### config.mk
export PLATFORM = sky130hd
export DESIGN_NAME = seg7_display_mux
export DESIGN_NICKNAME = d
export VERILOG_FILES = /design/src/rtl/seg7_display_mux.sv
export SDC_FILE = /design/constraint.sdc
export NUM_CORES = 1
export LEC_CHECK = 0
export CORE_UTILIZATION = 47
export DETAILED_ROUTE_END_ITERATION = 10
export PLACE_DENSITY = 0.69
export SYNTH_ARGS = -nofsm -noshare
export SYNTH_HDL_FRONTEND = slang
export SYNTH_SLANG_ARGS = --single-unit
### constraint.sdc
create_clock -name clk -period 2 [get_ports clk]
set_input_delay 0.4 -clock clk [delete_from_list [all_inputs] [get_ports clk]]
set_output_delay 0.4 -clock clk [all_outputs]
set_load 0.005 [all_outputs]
### src/rtl/seg7_display_mux.sv
// seg7_display_mux: captures a signed BCD result and multiplexes it onto a 4-digit common-anode 7-segment display
// Ports:
//   clk, rst                  clock, asynchronous active-high reset
//   sign, hundreds, tens, ones  BCD result from the converter stage
//   data_ready                rising edge captures the BCD result
//   segments                  {g,f,e,d,c,b,a}, active-low
//   anodes                    active-low digit enables, bit 3 = sign digit, bit 0 = ones
//   display_valid             set once a value has been captured since reset
module seg7_display_mux #(
    parameter int REFRESH_DIV = 50000
) (
    input  logic       clk,
    input  logic       rst,
    input  logic       sign,
    input  logic [3:0] hundreds,
    input  logic [3:0] tens,
    input  logic [3:0] ones,
    input  logic       data_ready,
    output logic [6:0] segments,
    output logic [3:0] anodes,
    output logic       display_valid
);
    localparam logic [15:0] TC    = 16'(REFRESH_DIV - 1);
    localparam logic [6:0]  BLANK = 7'b1111111;
    localparam logic [6:0]  MINUS = 7'b0111111;

    logic        dr_q, s_q, cap, tc;
    logic [3:0]  h_q, t_q, o_q;
    logic [15:0] cnt;
    logic [1:0]  idx;
    logic [6:0]  digit;

    function automatic logic [6:0] glyph(input logic [3:0] d);
        case (d)
            4'd0:    glyph = 7'b1000000;
            4'd1:    glyph = 7'b1111001;
            4'd2:    glyph = 7'b0100100;
            4'd3:    glyph = 7'b0110000;
            4'd4:    glyph = 7'b0011001;
            4'd5:    glyph = 7'b0010010;
            4'd6:    glyph = 7'b0000010;
            4'd7:    glyph = 7'b1111000;
            4'd8:    glyph = 7'b0000000;
            4'd9:    glyph = 7'b0010000;
            default: glyph = 7'b0000110;
        endcase
    endfunction

    assign cap = data_ready & ~dr_q;
    assign tc  = cnt == TC;

    // Blanking compares only against zero, so a non-decimal nibble still shows E.
    always_comb begin
        digit = idx == 2'd3 ? (s_q ? MINUS : BLANK) :
                idx == 2'd2 ? (h_q == 4'd0 ? BLANK : glyph(h_q)) :
                idx == 2'd1 ? (h_q == 4'd0 && t_q == 4'd0 ? BLANK : glyph(t_q)) :
                glyph(o_q);
    end

    always_ff @(posedge clk or posedge rst) begin
        if (rst) begin
            dr_q          <= 1'b0;
            cnt           <= '0;
            idx           <= '0;
            s_q           <= 1'b0;
            h_q           <= '0;
            t_q           <= '0;
            o_q           <= '0;
            display_valid <= 1'b0;
            segments      <= BLANK;
            anodes        <= 4'hf;
        end else begin
            dr_q     <= data_ready;
            cnt      <= tc ? '0 : cnt + 16'd1;
            segments <= display_valid ? digit : BLANK;
            anodes   <= display_valid ? ~(4'b0001 << idx) : 4'hf;
            if (tc) idx <= idx + 2'd1;
            if (cap) begin
                s_q           <= sign;
                h_q           <= hundreds;
                t_q           <= tens;
                o_q           <= ones;
                display_valid <= 1'b1;
            end
        end
    end
endmodule

# Yosys cells after proc, flatten, opt, wreduce, memory -nomap -nowiden
# Memories as Yosys holds them, arrays and structs flattened.
# Cells that the tools add are included.
[word_totals]
regBits = 44
rom_bits = 336
word_cells = 35
out_inout_bits = 12
in_bits = 16
n_memories = 3
[classes]
n_bitwise = 3
n_reduce_logical = 3
mux = 9
n_eq_ne = 4
addsub = 2
shifts = 1
[mem_list]
columns = ["name", "depth", "word_bits", "read_ports", "rd_ports_with_merged_regs", "wr", "line", "source"]
rows = [
  ["(no name shown)", 16, 7, 1, 0, 0, "34", "case (d)"],
  ["(no name shown)", 16, 7, 1, 0, 0, "34", ""],
  ["(no name shown)", 16, 7, 1, 0, 0, "34", ""],
]
[op_table]
columns = ["op", "count"]
rows = [
  ["2-to-1 mux 7 bit", 7],
  ["adder 16 x 1 -> 16 bit (second input constant)", 1],
  ["equality test 16 bit (second input constant)", 1],
  ["2-to-1 mux 16 bit", 1],
  ["zero test 4 bit", 2],
  ["equality test 2 bit (second input constant)", 2],
  ["2-to-1 mux 4 bit", 1],
  ["inverter 4 bit", 1],
  ["<< shifter 1 x 2 -> 4 bit (first input constant)", 1],
  ["adder 2 x 1 -> 2 bit (second input constant)", 1],
  ["equality test 2 x 1 -> 1 bit (second input constant)", 1],
  ["bitwise AND 1 bit", 1],
  ["logical AND 1 bit", 1],
  ["inverter 1 bit", 1],
]

# Depth between registers and ports, before layout
[depth]
ltp_word = 7
mapped_depth = 7
ltp_nobuf = 6

# Worst setup path after synthesis
# OpenSTA, ideal clock, no wires.
[synth_path]
path_type = "flip-flop to flip-flop"
from = "reg t_q[0]"
to = "reg segments[2]"
n_path_buf = 0
required_ns = 1.902
path_stages_with_launch = 7
arrival_time_ns = 1.581
slack_ns = 0.320
path_cell_list = "dfrtp_1 inv_1 ha_1 or4b_4 o21ai_1 a221oi_1 o311ai_1"
[synth_between]
elab_chain_cells = 7
[synth_lines]
columns = ["item", "line", "source"]
rows = [
  ["start: declaration", "28", "logic [3:0] h_q, t_q, o_q;"],
  ["start signal: assignment", "81", "t_q <= tens;"],
  ["branches (longest 2 deep; another with memory (16 x 7 bit))", "n/a", ""],
  ["2-to-1 mux 7 bit * (2 in series)", "56", "idx == 2'd1 ? (h_q == 4'd0 && t_q == 4'd0 ? BLANK : glyph(t_q)) :"],
  ["2-to-1 mux 7 bit *", "55", "idx == 2'd2 ? (h_q == 4'd0 ? BLANK : glyph(h_q)) :"],
  ["2-to-1 mux 7 bit *", "54", "digit = idx == 2'd3 ? (s_q ? MINUS : BLANK) :"],
  ["2-to-1 mux 7 bit *", "75", "segments <= display_valid ? digit : BLANK;"],
  ["end signal: assignment", "75", ""],
  ["end: declaration", "19", "output logic [6:0] segments,"],
]
# Every way passes the cells marked *.
# A chain may end at the register's enable or synchronous reset.

# Worst setup path in the final report
# Ends and elaborated chain as after synthesis.

==> impl.org <==
** Timing
- Maximum clock frequency :: about 560 MHz
- Setup violations remaining at the end of the flow were counted as 0.
- The smallest clock period supported by the final layout is computed as 1.79 ns.
- Unrepaired setup endpoints after global routing :: false
- The max-slew violation total from the final report came to 0.
- Final number of hold-violating endpoints :: 0
- The worst path uses 89.5% of the clock period.
- Least-Margin Pin Slew :: between 0.4 and 0.5 ns
- Worst rel slew slack :: between 60 and 70%
- Setup_tns :: 0 ns
- The clock arrives with approximately 0.0062 ns of skew.

** CTS
- After clock tree synthesis, the flow added hold-fix buffers numbering 0.
- CTS saw between 40 and 50 sinks.
- Worst-skew pair later-pin latency :: 0.31 ns
- The longest clock path from root to sink contains 2 buffers.
- TritonCTS built the clock tree.
- CTS root buffer :: clkbuf_8
- Number of post-CTS setup repair buffers :: 0
- After clock tree synthesis, the repair step resized 0 gates.
- Clock-pin slew of the registers on the worst-case setup and hold paths :: about 0.08 ns
- The H-tree was split into 2 levels.
- The number of clock buffers added by TritonCTS is 5.

** Placement
- The wire-length estimate of the detail-placed layout is approximately 3500 microns.
- Count of port buffers added during placement :: 27
- Routability-driven placement finished with a final weighted congestion of just over 0.9.
- Area after detailed placement :: ~2800 sq um
- Counting tap cells, the placed design contains a total of between 300 and 400 instances.

** Logic synthesis
- In this run, distinct cell masters in the synthesized netlist total 42.
- For this run, the number of Yosys warnings is 0.
- Post-Synthesis Cell Area :: around 2400 sq um
- Averaged over all synthesized cells, the footprint is between 10 and 15 sq um.
- Net count after synthesis :: between 200 and 300
- Seq cells post-synth :: 44
- Synthesized instance count :: 242
- The share of the Yosys chip area taken by registers is between 40% and 50%.

** Layout
- The top cell types in the final layout, fill and taps aside, are 33 x dfrtp_1, 27 x clkdlybuf4s50_1, 22 x o21ai_0.
- Leaving out fill and tap cells, the most frequent cell in the layout is dfrtp_1.
- Post-layout nets :: between 300 and 400
- Non-filler instance count after layout :: 344
- With fillers left out, the area of the finished cells amounts to between 2000 and 3000 sq um.
- In the final layout, the share of cells above drive strength 1 is 16.2%.
- The number of antenna diodes in the final layout is 0.
- The area growth from synthesis to layout is 20.4%.

** Floorplanning
- Vertical die dimension :: between 70 and 80 microns
- Die Area :: 5480 sq um
- The core region is 4850 sq um.
- The initial utilization of the core area, before any placement, comes to about half.
- Pin placement for this block handled 28 I/O pins.
- In this run the core area contains 25 standard-cell rows.
- From left edge to right edge, the die measures between 70 and 80 microns.

** Routing
- The routed design has ~4600 microns of wire.
- For this run, the detailed router's first-pass iteration total came to 4.
- In this run the remaining antenna-violating nets after routing total 0.
- Vias/cell :: 5.21
- The detailed router finished its first iteration with 66 violations.
- Number of vias after detailed routing :: approximately 1800
- Final routed DRC violation total :: 0
- After detailed routing, the average wire length per cell comes to 13.2 microns.

** Flow run
- # Max-Cap Violations :: 0

** Power
- IR analysis of the VDD net gives a maximum drop of roughly 310 uV.
- For this design the ratio of total power to cell area is between 600 and 700 nW/um^2.
- For this design the static power due to leakage is roughly 1.3 nW.
- Power, Total :: around 2 mW

** Global route
- Global routing used between 15 and 20% of the available tracks across all layers.
- Wire length of the first global-routing pass :: between 7000 and 8000 microns
- Via count of the first global-routing pass :: about 1600
- Entering global routing, the biggest net connects 34 pins.
- Overflow after GRT :: 0
- The initial antenna violation count came to 0.

** Critical path
- The critical path goes through inv_1 -> ha_1 -> or4b_4 -> o21ai_2 -> a221oi_1 -> o311ai_1.
- STA puts the critical path data arrival time at roughly 2.0 ns.
- Crit-path slowest cell :: or4b_4
- Among cell families on the critical path, the largest total delay comes from simple AND/OR/NAND/NOR gates.
- Data on the critical path is required at its endpoint by 2.21 ns.
- STA classifies the critical path endpoint as a register.
- Critical path class :: reg -> reg
- Startpoint kind of the worst setup timing path :: register
- Count of buffering cells on the critical path with inverters included :: 1
- Critical path fanouts, max :: 4
- Delay of the slowest cell on the worst path :: between 0.4 and 0.5 ns

** Outcome
- The flow ran to the end, and the final reports show no timing, DRC or antenna violations.

** Hold path
- The min-delay analysis places its worst path in the category in -> async.
through the flow:
step	setup WS [ns]	hold slack, ns	utilization (%)
after floorplan	0.320	0.415	-
after global placement	0.264	0.442	58.7
after detailed placement	0.191	0.447	58.7
after CTS	0.167	0.362	60.5
after global routing	0.0517	0.400	60.5
final	0.211	0.358	60.5
synth_stat cells, drive strengths merged:
master  number  share of area [%]
dfrtp       33                 34
o21ai       24                4.9
ha          20                 10
nor2        20                3.1
nand2       19                2.9
inv         13                2.0
dfstp       11                 12
mux2         8                3.7
nand3        8                1.6
nand2b       7                1.8
nand4        7                1.8
nor2b        7                1.8
a21oi        6                1.2
clkbuf       6               0.92
mux2i        6                2.5
xnor2        6                2.2
xor2         5                1.8
buf          4                1.0
or2          4                1.0
nor3         3               0.62
a211oi       2               0.62
a221oi       2               0.72
nor4         2                1.1
o22ai        2               0.51
o31ai        2               0.62
or4b         2                1.1
or4bb        2               0.92
a21boi       1               0.31
a22oi        1               0.31
a32oi        1               0.36
and2         1               0.26
and3         1               0.26
nor3b        1               0.31
o211ai       1               0.31
o221ai       1               0.36
o311ai       1               0.36
o31a         1               0.36
or3          1               0.26
final timing paths:
kind / start / endpoint / slack (ns) / depth (start not counted)
setup / recovery: t_q[0] / segments[2] / 0.21 / 6
hold / removal: rst / h_q[2] / 0.36 / 2
setup reg to reg: t_q[0] / segments[2] / 0.21 / 6
hold reg to reg: s_q / segments[6] / 0.45 / 1
max in group asynchronous: rst / anodes[1] / 1.10 / 3
min in group clk: s_q / segments[6] / 0.45 / 1
metal layers:
metal,global-route usage (%),vias to the layer above,wire length [microns]
met5,0,-,0
met4,9.62,0,95
met3,4.47,8,144
met2,29.8,32,2100
met1,25.6,844,2220
li1,-,907,-
cell type report:
type | count | area, sq um
timing repair buffer | 37 | 370
clock buffer | 5 | 68.8
fill | 430 | 1910
multi-input combinational | 175 | 1230
inverter | 13 | 48.8
tap | 67 | 83.8
sequential | 44 | 1110
clock inverter | 3 | 18.8
cells by family after synthesis:
| kind of cell | synth area share, % |
|---|---|
| AOI/OAI and AO/OA | 11.0 |
| adders and majority gates | 10.3 |
| DFF | 45.7 |
| and+or+nand+nor | 18.9 |
| buffers and inverters | 3.95 |
| xor gates and xnor gates | 3.95 |
| muxes | 6.16 |
state kept, by name (all words and copies together) (netlist names):
| signal | cells |
|---|---|
| dr_q | 1 |
| o_q | 4 |
| cnt | 16 |
| h_q | 4 |
| s_q | 1 |
| display_valid | 1 |
| segments | 7 |
| t_q | 4 |
| idx | 2 |
| anodes | 4 |
worst reg2reg max path, stage by stage (launching register included):
cell and delay [ns]:
dfrtp_1 0.42, inv_1 0.15, ha_1 0.18, or4b_4 0.48, o21ai_2 0.17, a221oi_1 0.07
o311ai_1 0.23
power breakdown:
group / internal [mW] / switching, mW
sequential: 0.973 / 0.0584
combinational: 0.217 / 0.193
clock: 0.243 / 0.307
total: 1.43 / 0.559
(Power assumes the default switching activity.)
